===== config.mk =====
export PLATFORM = sky130hd
export DESIGN_NAME = sysid_regbank
export DESIGN_NICKNAME = d
export VERILOG_FILES = /design/src/rtl/sysid_regbank.sv
export SDC_FILE = /design/constraint.sdc
export NUM_CORES = 1
export LEC_CHECK = 0
export CAP_MARGIN = 30
export CORE_MARGIN = 1
export CORE_UTILIZATION = 42
export DETAILED_ROUTE_END_ITERATION = 10
export GPL_TIMING_DRIVEN = 1
export MAX_ROUTING_LAYER = met4
export PLACE_DENSITY_LB_ADDON = 0.2
export SETUP_SLACK_MARGIN = 0.4
export SLEW_MARGIN = 10
export SYNTH_ARGS = -nofsm -noshare
export SYNTH_HDL_FRONTEND = slang
export SYNTH_SLANG_ARGS = --single-unit

===== constraint.sdc =====
create_clock -name clock -period 1.15 [get_ports clock]
set_input_delay 0.23 -clock clock [delete_from_list [all_inputs] [get_ports clock]]
set_output_delay 0.23 -clock clock [all_outputs]
set_load 0.01 [all_outputs]

===== src/rtl/sysid_regbank.sv =====
// sysid_regbank: Avalon-MM system-ID slave (ID, timestamp, uptime, scratch, ctrl, version).
// Latency: READ_LATENCY edges from accepted read to the readdatavalid pulse.
// Backpressure: none; one read or write is accepted every cycle, and a write wins over a coincident read.
//
// Ports:
//   clock, reset             rising-edge clock, synchronous active-high reset
//   address[2:0]             word address
//   read, write, writedata   Avalon-MM request side
//   readdata, readdatavalid  registered response; readdata is 0 whenever readdatavalid is 0
//
// Build option: define SYSID_UPTIME_EN to include the prescaled 64-bit uptime counter,
// its HI snapshot and the CTRL register. Without it those addresses read 0 and ignore writes.
module sysid_regbank #(
  parameter logic [31:0] ID           = 32'h6943_3637,
  parameter logic [31:0] TIMESTAMP    = 32'h0,
  parameter int unsigned PRESCALE     = 1,
  parameter int unsigned READ_LATENCY = 1
) (
  input  logic        clock,
  input  logic        reset,
  input  logic [2:0]  address,
  input  logic        read,
  input  logic        write,
  input  logic [31:0] writedata,
  output logic [31:0] readdata,
  output logic        readdatavalid
);

`ifdef SYSID_UPTIME_EN
  localparam bit UPTIME_PRESENT = 1'b1;
`else
  localparam bit UPTIME_PRESENT = 1'b0;
`endif

  // VERSION[15:0] advertises the prescaler only when the counter exists.
  localparam logic [15:0] VERSION_LO = UPTIME_PRESENT ? 16'(PRESCALE) : 16'h0000;

  logic                          rd_acc;
  logic [31:0]                   scratch_q, scratch_d;
  logic [31:0]                   rdata_mux;
  logic [READ_LATENCY-1:0]       rvld_q, rvld_d;
  logic [READ_LATENCY-1:0][31:0] rdat_q, rdat_d;

  // A read colliding with a write is dropped entirely.
  assign rd_acc = read & ~write;

  always_comb begin
    scratch_d = scratch_q;
    if (write && (address == 3'd4)) begin
      scratch_d = writedata;
    end
  end

  always_ff @(posedge clock) begin
    if (reset) begin
      scratch_q <= '0;
    end else begin
      scratch_q <= scratch_d;
    end
  end

`ifdef SYSID_UPTIME_EN
  localparam logic [15:0] PRESC_MAX = 16'(PRESCALE - 1);

  logic [15:0] presc_q, presc_d;
  logic [63:0] uptime_q, uptime_d;
  logic [31:0] snap_q, snap_d;
  logic        en_q, en_d;
  logic        ctrl_wr;
  logic        clr;

  always_comb begin
    ctrl_wr  = write && (address == 3'd5);
    clr      = ctrl_wr && writedata[1];
    en_d     = ctrl_wr ? writedata[0] : en_q;
    presc_d  = presc_q;
    uptime_d = uptime_q;
    snap_d   = snap_q;
    // Reading LO freezes the matching HI half so a LO-then-HI pair is coherent.
    if (rd_acc && (address == 3'd2)) begin
      snap_d = uptime_q[63:32];
    end
    if (en_q) begin
      if (presc_q == PRESC_MAX) begin
        presc_d  = '0;
        uptime_d = uptime_q + 64'd1;
      end else begin
        presc_d = presc_q + 16'd1;
      end
    end
    // Clear overrides any increment or snapshot in the same cycle.
    if (clr) begin
      presc_d  = '0;
      uptime_d = '0;
      snap_d   = '0;
    end
  end

  always_ff @(posedge clock) begin
    if (reset) begin
      presc_q  <= '0;
      uptime_q <= '0;
      snap_q   <= '0;
      en_q     <= 1'b1;
    end else begin
      presc_q  <= presc_d;
      uptime_q <= uptime_d;
      snap_q   <= snap_d;
      en_q     <= en_d;
    end
  end
`endif

  // Read data is taken from the register state of the accepting cycle.
  always_comb begin
    rdata_mux = '0;
    case (address)
      3'd0:    rdata_mux = ID;
      3'd1:    rdata_mux = TIMESTAMP;
`ifdef SYSID_UPTIME_EN
      3'd2:    rdata_mux = uptime_q[31:0];
      3'd3:    rdata_mux = snap_q;
      3'd5:    rdata_mux = {31'd0, en_q};
`endif
      3'd4:    rdata_mux = scratch_q;
      3'd6:    rdata_mux = {8'h02, 8'h00, VERSION_LO};
      default: rdata_mux = '0;
    endcase
  end

  // Response shift register; data travels zeroed when its valid bit is clear.
  always_comb begin
    rvld_d    = '0;
    rdat_d    = '0;
    rvld_d[0] = rd_acc;
    rdat_d[0] = rd_acc ? rdata_mux : 32'd0;
    for (int i = 1; i < READ_LATENCY; i++) begin
      rvld_d[i] = rvld_q[i-1];
      rdat_d[i] = rdat_q[i-1];
    end
  end

  always_ff @(posedge clock) begin
    if (reset) begin
      rvld_q <= '0;
      rdat_q <= '0;
    end else begin
      rvld_q <= rvld_d;
      rdat_q <= rdat_d;
    end
  end

  assign readdatavalid = rvld_q[READ_LATENCY-1];
  assign readdata      = rdat_q[READ_LATENCY-1];

endmodule


==> results.yml <==
run_status:
  status: "finished, final reports clean"
drt:
  dr.pass1.iters: 4
  drt-vias-per-instance: 4.72
  wire_per_inst_um: 13.5
  drtAntennaViolNets: 0
  drc: 0
  wirelength_um: 5610
  drt_iter0_markers: 58
  vias: 1957
cells_and_area:
  mostFrequentLayoutCells: "64 x nand2b_1, 57 x dfxtp_1, 32 x mux2i_1, 32 x clkdlybuf4s50_1, 26 x buf_2"
  fin_nets: 377
  seq_area_sq_um: 1310
  diodes: 0
  fill_cells: 429
  layout_commonest_cell: "nand2b_1"
  multiInputGateArea_sq_um: 1270
  drive_above_1_share: 0.362
  area_delta_synth_final_pct: 55.2
  fin_util: 0.693
sta:
  timing.final.crit_share: 0.878
  hold_viol: 0
  hold_slack_ns: 0.150
  period_minus_slack_ns: 1.01
  worst_slew_pin_slew_ns: 0.456
  skew_ns: 0.00638
  fin_tns_setup_ns: 0
  fmax_mhz: 991
  setup_violations: 0
  drv_slew: 0
  relSlewSlack: 0.696
  rsz0062_at_grt: "yes"
  layout_setup_ws_ns: 0.141
grt:
  grt_usage: 0.201
  grt_max_degree: 65
  antenna_found_initial: 0
  grt_first_pass_wirelength_um: 9130
  grt_overflow: 0
  grt_pass1_vias: 1979
floorplanning:
  start_util: 0.446
  io_pins: 72
  die_h_um: 79.7
  core_area_sq_um: 5680
  dieArea_sq_um: 6350
  die_w_um: 79.7
  rows: 27
clocking:
  numCtsBuffers: 9
  clk_latency_ns: 0.34
  htree_levels: 3
  clockRootBuffer: "clkbuf_8"
  clkSinkCount: 65
  cts_tree: "done"
  clk_path_buf_depth: 2
  cts.reportedPaths.clkPinSlew_ns: 0.07
yosys:
  yosysUniqueCellTypes: 16
  yosysTopAreaCell: "dfxtp_1"
  syn_inst: 250
  syn_area_sq_um: 2530
  synth-seq-cells: 65
  ys_seq_area_frac: 0.514
  yosysWarnings: 0
  yosysTopAreaCellShare: 0.514
  syn-num-nets: 289
  ys_top_cells_by_area: "dfxtp_1 51%, nand2b_1 16%, mux2i_1 13%, nor3_1 4.1%, nor2b_1 4.0%"
  avgSynthCellArea_sq_um: 10.1
critical_path:
  arrival_ns: 0.78
  cp-end-kind: "primary output"
  cp_slowest_cell: "dfxtp_2"
  slowest_delay_ns: 0.33
  cp_max_fo: 1
  critical-path-top-delay-family: "flip-flops"
  crit_chain: "buf_6"
  worst_setup_path_start_kind: "flip-flop"
  cp.required_ns: 0.92
  critPathKind: "flip-flop to primary output"
  critical_path_buf_inv_count: 1
worst_hold_path:
  hold_path_class: "primary input to flip-flop"
power:
  power.total_mw: 4.84
  leakagePower_nw: 1.55
  powerDensity_nw_per_um2: 1230
  ir_drop_mv: 0.647
placement:
  dp_slack_ns: -0.560
  numPortBuffers: 71
  gp_congestion: 0.715
  post-dp-hpwl_um: 3420
flow_run:
  cap_violations: 0
==> stage by stage <==
step | instance area [sq um] | cells
3_3_place_gp | 3460 | 390
4_1_cts | 3850 | 414
2_1_floorplan | 2680 | 250
3_5_place_dp | 3460 | 390
6_report | 3930 | 415
5_1_grt | 3930 | 415
==> final cells by class <==
cell class                      count  area share
Tap cell                           72      0.0229
Inverter                           16      0.0153
Sequential cell                    65       0.334
Clock inverter                      2     0.00891
Clock buffer                       14      0.0439
Multi-Input combinational cell    149       0.324
Timing Repair Buffer               97       0.251
==> sequential cells by signal, summed over array words and instances (netlist names) <==
signal / count
readdatavalid: 1
readdata: 32
scratch_q: 32
==> final timing paths <==
check	start	endpoint	slack, ns	depth (start not counted)
min	address[0]	readdata[25]	0.15	3
max reg2reg	scratch_q[24]	readdata[24]	0.45	2
min reg2reg	scratch_q[11]	readdata[11]	0.44	2
max	readdata[1]	readdata[1]	0.14	1
==> logic make-up after synthesis <==
group,count (synthesis),share of synthesized area
buffers and inverters,36,0.0632
DFF,65,0.514
muxes,32,0.126
and+or+nand+nor,117,0.297
==> worst min-delay path, delay by kind of cell <==
family,cells,cell delay [ns]
simple gates,1,0.04
buf+inv,2,0.19
==> where the power goes <==
| group | internal (mW) | leakage (nW) | switching [mW] | total [mW] |
|---|---|---|---|---|
| Clock | 1.18 | 0.107 | 0.846 | 2.02 |
| Sequential | 2.28 | 0.529 | 0.0150 | 2.30 |
| Combinational | 0.306 | 0.913 | 0.211 | 0.518 |
| Total | 3.77 | 1.55 | 1.07 | 4.84 |
==> what timing repair did <==
action | in CTS | in global routing
buffers inserted | 4 | 1
resized for setup | 204 | 17
setup endpoints to repair | 98 | 98
hold buffers | 0 | 0
pin swaps | 4 | 16
cloned | 4 | 0
==> cell usage after synthesis <==
master    number
nor3_2        10
nor2_1         1
nor3_1        21
nor4bb_1       1
buf_2          5
inv_1         16
or2_2          1
mux2i_1       32
clkbuf_1      11
nand2b_1      64
dfxtp_1       65
or3b_1         2
buf_4          3
nor4b_1        1
nor2b_1       16
buf_6          1
==> metal layers <==
layer / track usage / wire [um]
met1: 0.235 / 2490
met3: 0.0503 / 241
met4: 0.115 / 153
met5: - / 0
met2: 0.313 / 2730
Power figures use the tool's default switching activity.
